$ cat config.mk
export PLATFORM = sky130hd
export DESIGN_NAME = fp_to_int
export DESIGN_NICKNAME = d
export VERILOG_FILES = /design/src/rtl/fp_pkg.sv /design/src/rtl/fp_to_int.sv
export SDC_FILE = /design/constraint.sdc
export NUM_CORES = 1
export LEC_CHECK = 0
export ABC_AREA = 1
export CORE_MARGIN = 2
export CORE_UTILIZATION = 50
export CTS_CLUSTER_DIAMETER = 80
export CTS_CLUSTER_SIZE = 12
export DETAILED_ROUTE_END_ITERATION = 10
export PLACE_DENSITY = 0.87
export SLEW_MARGIN = 20
export SYNTH_ARGS = -nofsm -noshare
export SYNTH_HDL_FRONTEND = slang
export SYNTH_SLANG_ARGS = --single-unit
export TNS_END_PERCENT = 50
$ cat constraint.sdc
create_clock -name i_clk -period 2.1 [get_ports i_clk]
set_input_delay 0.42 -clock i_clk [delete_from_list [all_inputs] [get_ports i_clk]]
set_output_delay 0.42 -clock i_clk [all_outputs]
set_load 0.02 [all_outputs]
$ cat src/rtl/fp_pkg.sv
`default_nettype none
// ============================================================================
// Module   : fp_pkg
// Brief    : Shared widths, state encoding and packing helper for the
//            int_to_fp / fp_to_int pair.
// Revision : 1.0 - initial release
// ============================================================================
package fp_pkg;

    localparam int EXP_W       = 4;
    localparam int FRAC_W      = 8;
    localparam int INT_W       = 8;
    localparam int FLOAT_W     = 1 + EXP_W + FRAC_W;
    localparam int CNT_W       = $clog2(FRAC_W);
    localparam int INT_MAG_MAX = (1 << (INT_W - 1)) - 1;

    typedef enum logic [1:0] {
        IDLE  = 2'd0,
        SHIFT = 2'd1,
        DONE  = 2'd2
    } state_t;

    // Sign-magnitude pack; a zero magnitude never carries a sign.
    function automatic logic [INT_W-1:0] pack_int(input logic sign,
                                                  input logic [INT_W-2:0] mag);
        return {sign & (|mag), mag};
    endfunction

endpackage
`default_nettype wire

$ cat src/rtl/fp_to_int.sv
`default_nettype none
// ============================================================================
// Module   : fp_to_int
// Brief    : Multi-cycle team-float to sign-magnitude int converter using a
//            1-bit/cycle denormalizing shifter with valid/ready on both sides.
// Revision : 1.0 - initial release
// ============================================================================
module fp_to_int
    import fp_pkg::*;
(
    input  logic               i_clk,
    input  logic               i_rst_n,
    input  logic [FLOAT_W-1:0] i_float,
    input  logic               i_valid,
    output logic               o_ready,
    output logic [INT_W-1:0]   o_int,
    output logic               o_ovf,
    output logic               o_inexact,
    output logic               o_valid,
    input  logic               i_ready
);

    state_t              r_state;
    logic                r_sign;
    logic [FRAC_W-1:0]   r_sr;
    logic [CNT_W-1:0]    r_cnt;
    logic                r_sticky;
    logic [INT_W-1:0]    r_int;
    logic                r_ovf;
    logic                r_inexact;
    logic                r_valid;
    logic                r_ready;

    logic                w_sign;
    logic [EXP_W-1:0]    w_exp;
    logic [FRAC_W-1:0]   w_frac;
    logic                w_in_range;
    logic [EXP_W:0]      w_diff;
    logic [CNT_W-1:0]    w_cnt_init;
    logic [INT_W-2:0]    w_idle_mag;
    logic                w_idle_ovf;
    logic                w_idle_inexact;
    logic [FRAC_W-1:0]   w_sr_shift;
    logic                w_sticky_shift;

    always_comb begin
        w_sign         = i_float[FLOAT_W-1];
        w_exp          = i_float[FLOAT_W-2 -: EXP_W];
        w_frac         = i_float[FRAC_W-1:0];
        w_in_range     = (w_exp != '0) && (w_exp <= EXP_W'(INT_W - 1));
        w_diff         = (EXP_W+1)'(FRAC_W) - {1'b0, w_exp};
        w_cnt_init     = w_diff[CNT_W-1:0];
        w_sr_shift     = r_sr >> 1;
        w_sticky_shift = r_sticky | r_sr[0];
        // Out-of-range exponents resolve without shifting: zero or saturate.
        w_idle_mag     = '0;
        w_idle_ovf     = 1'b0;
        w_idle_inexact = 1'b0;
        if (w_exp == '0) begin
            w_idle_inexact = |w_frac;
        end else begin
            w_idle_mag = (INT_W-1)'(INT_MAG_MAX);
            w_idle_ovf = 1'b1;
        end
    end

    always_ff @(posedge i_clk or negedge i_rst_n) begin
        if (!i_rst_n) begin
            r_state   <= IDLE;
            r_sign    <= 1'b0;
            r_sr      <= '0;
            r_cnt     <= '0;
            r_sticky  <= 1'b0;
            r_int     <= '0;
            r_ovf     <= 1'b0;
            r_inexact <= 1'b0;
            r_valid   <= 1'b0;
            r_ready   <= 1'b1;
        end else begin
            case (r_state)
                IDLE: begin
                    if (i_valid) begin
                        r_sign   <= w_sign;
                        r_sr     <= w_frac;
                        r_sticky <= 1'b0;
                        r_ready  <= 1'b0;
                        if (w_in_range) begin
                            r_cnt   <= w_cnt_init;
                            r_state <= SHIFT;
                        end else begin
                            r_int     <= pack_int(w_sign, w_idle_mag);
                            r_ovf     <= w_idle_ovf;
                            r_inexact <= w_idle_inexact;
                            r_valid   <= 1'b1;
                            r_state   <= DONE;
                        end
                    end
                end
                SHIFT: begin
                    r_sr     <= w_sr_shift;
                    r_sticky <= w_sticky_shift;
                    r_cnt    <= r_cnt - CNT_W'(1);
                    if (r_cnt == CNT_W'(1)) begin
                        r_int     <= pack_int(r_sign, w_sr_shift[INT_W-2:0]);
                        r_ovf     <= 1'b0;
                        r_inexact <= w_sticky_shift;
                        r_valid   <= 1'b1;
                        r_state   <= DONE;
                    end
                end
                DONE: begin
                    if (i_ready) begin
                        r_valid <= 1'b0;
                        r_ready <= 1'b1;
                        r_state <= IDLE;
                    end
                end
                default: begin
                    r_valid <= 1'b0;
                    r_ready <= 1'b1;
                    r_state <= IDLE;
                end
            endcase
        end
    end

    assign o_ready   = r_ready;
    assign o_int     = r_int;
    assign o_ovf     = r_ovf;
    assign o_inexact = r_inexact;
    assign o_valid   = r_valid;

endmodule
`default_nettype wire

==> flow_summary.json <==
{
  "status": "completed",
  "crit_buf_inv": 1,
  "min_path_type": "primary input to async pin",
  "syn_inst": 182,
  "clockBufferDepth": 2,
  "wl_met1_mm": 1.31,
  "crit_type": "register to output port",
  "die-area_um2": 3210,
  "gr-total-overflow": 0,
  "cts_setup_buffers": 0,
  "final_design_area_no_fill_um2": 1730,
  "routabilityCongestion": 0.910,
  "rsz0062_at_grt": "false",
  "grt_pass1_wl_mm": 4.73,
  "netlist_top_cells_count": "nand2_1 (83), dfrtp_1 (26), inv_1 (22), nor2_1 (8), o21ai_0 (8)",
  "synth_cell_types": 22,
  "clk_latency_ps": 330,
  "totalWireLength_mm": 2.66,
  "crit_chain": "clkdlybuf4s50_1",
  "finalClockSkew_ps": 2.28,
  "stdcell_count": 244,
  "synth_seq_cells": 27,
  "core_area_um2": 2690,
  "leakage_nw": 0.896,
  "synth_ff_type": "dfrtp_1",
  "report.final.hold_viol_count": 0,
  "die_h_um": 56.7,
  "path_clk_slew_ps": 140,
  "final_layout_size_suffix_gt1_share_pct": 7.98,
  "dp_cells": 240,
  "cts-resized-gates": 0,
  "root_buffer": "clkbuf_4",
  "antenna_found_initial": 0,
  "routed-via-count": 1211,
  "tightest_slew_ps": 449,
  "fmax_mhz": 525,
  "post_dp_cell_area_um2": 1700,
  "worstSetupEndpointType": "output port",
  "wl_per_cell_um": 10.9,
  "wl_met2_mm": 1.15,
  "n_antenna_cell": 0,
  "via_per_inst": 4.96,
  "met3_length_um": 111,
  "hpwl_mm": 2.00,
  "synth_most_common_cell": "nand2_1",
  "design.portCount": 29,
  "syn-num-nets": 202,
  "fin_crit_sh_pct": 90.7,
  "critPathMaxFanout": 2,
  "grt_pass1_vias": 1108,
  "relSlewSlack_pct": 69.9,
  "p_per_area_nw_per_um2": 1400,
  "synth.area.top_cells": "dfrtp_1 (47%), nand2_1 (22%), inv_1 (6.0%)",
  "cts_tree": "done",
  "period_needed_ps": 1900,
  "final-setup-viol-count": 0,
  "cap_viol_max_count": 0,
  "yosys_warnings": 0,
  "peakVddDrop_v": 0.000908,
  "finalSetupTns_ps": 0,
  "cp.arrival_ps": 1480,
  "synth_top_cell_area_share_pct": 46.9,
  "synth-edff-count": 0,
  "die_w_um": 56.7,
  "syn_area_per_cell_um2": 7.62,
  "first_pass_iters": 4,
  "required_ps": 1680,
  "grt_start_max_net_pins": 28,
  "final_nets": 234,
  "drv_slew": 0,
  "cts-buffers-inserted": 3,
  "io_buffer_count": 28,
  "grt_usage_pct": 18.8,
  "synthToLayoutAreaGrowth_pct": 24.8,
  "yosysTopAreaCell": "dfrtp_1",
  "htreeDepth": 1,
  "cp_top_family": "buffers and inverters",
  "drt_iter0_drc": 41,
  "synthesis.area_um2": 1390,
  "critPathLaunchType": "register",
  "drc": 0,
  "critPathSlowestCell": "clkdlybuf4s50_1",
  "start_util_pct": 51.6,
  "async_flop_share_pct": 100,
  "slowest_delay_ps": 600,
  "top_layer": "met4",
  "ys_seq_area_share_pct": 48.8,
  "postRouteAntennaNets": 0,
  "cts_hold_buf": 0,
  "rows": 19,
  "cts_sinks": 27
}
[routing by layer]
layer | track usage, % | up-vias
met1 | 27.0 | 535
met4 | 10.5 | 0
met3 | 2.76 | 10
met5 | 0 | -
met2 | 27.2 | 40
li1 | - | 626
[registers in the layout, indices dropped and copies added (netlist names)]
| name | flops |
|---|---|
| r_sr | 8 |
| o_ready | 1 |
| r_state | 2 |
| r_sign | 1 |
| o_ovf | 1 |
| r_cnt | 3 |
| o_int | 8 |
| o_inexact | 1 |
| o_valid | 1 |
| r_sticky | 1 |
[cell families (layout without fill, tap and decap cells)]
logic type	count (synthesis)	count (layout)	synth area share (%)
and+or+nand+nor	102	102	29.2
DFF	27	27	48.8
buffers and inverters	27	58	7.76
AOI/OAI and AO/OA	21	21	10.2
adders and majority gates	3	3	2.71
xor gates and xnor gates	2	2	1.26
[cell usage in the layout (no fill, tap or decap)]
cell type and count:
a21oi_2 1, clkdlybuf4s50_1 28, clkbuf_4 3, nand3_1 4, inv_2 2, clkinv_2 1
o21ai_0 8, nand2_1 83, o21ai_1 1, o221ai_1 2, inv_1 22, nor2_1 8
dfrtp_1 26, nor2_2 2, o211ai_1 5, nand4_1 1, dfstp_2 1, ha_1 3
a21oi_4 1, a21oi_1 2, xor2_1 2, nand2_2 4, o22ai_1 1, buf_4 2
[power breakdown]
| part | switching [W] | internal, W |
|---|---|---|
| registers | 0.000150 | 0.000776 |
| logic | 0.000756 | 0.000510 |
| clock network | 0.000153 | 0.0000715 |
[cell type report]
cell class / count / area, µm²
inverters: 24 / 90.1
repair buffers: 30 / 295
clock inverters: 1 / 5.00
well taps: 31 / 38.8
fillers: 242 / 956
multi-input cells: 128 / 602
clock buffers: 3 / 22.5
flip-flops and latches: 27 / 677
[final timing paths]
path	startpoint	endpoint	slack, ps	cells after the start
hold reg to reg	o_int[5]$_DFFE_PN0P_	o_int[5]$_DFFE_PN0P_	500	2
hold / removal	i_rst_n	o_int[2]$_DFFE_PN0P_	440	2
setup / recovery	o_ready$_DFFE_PN1P_	o_ready	200	1
max in group asynchronous	i_rst_n	o_ready$_DFFE_PN1P_	1370	2
setup reg to reg	r_state[0]$_DFFE_PN0P_	o_int[1]$_DFFE_PN0P_	540	7
min in group i_clk	o_int[5]$_DFFE_PN0P_	o_int[5]$_DFFE_PN0P_	500	2
[per-stage QoR]
stage	worst slack, ps	power, W	hold slack (ps)	utilization, %
final	196	0.00242	436	64.4
after global routing	168	0.00265	477	64.4
after CTS	192	0.00243	444	64.4
after detailed placement	81.4	0.00220	466	63.4
after global placement	149	0.00217	465	63.4
after floorplan	804	0.00178	124	-
Power figures use the tool's default switching activity.
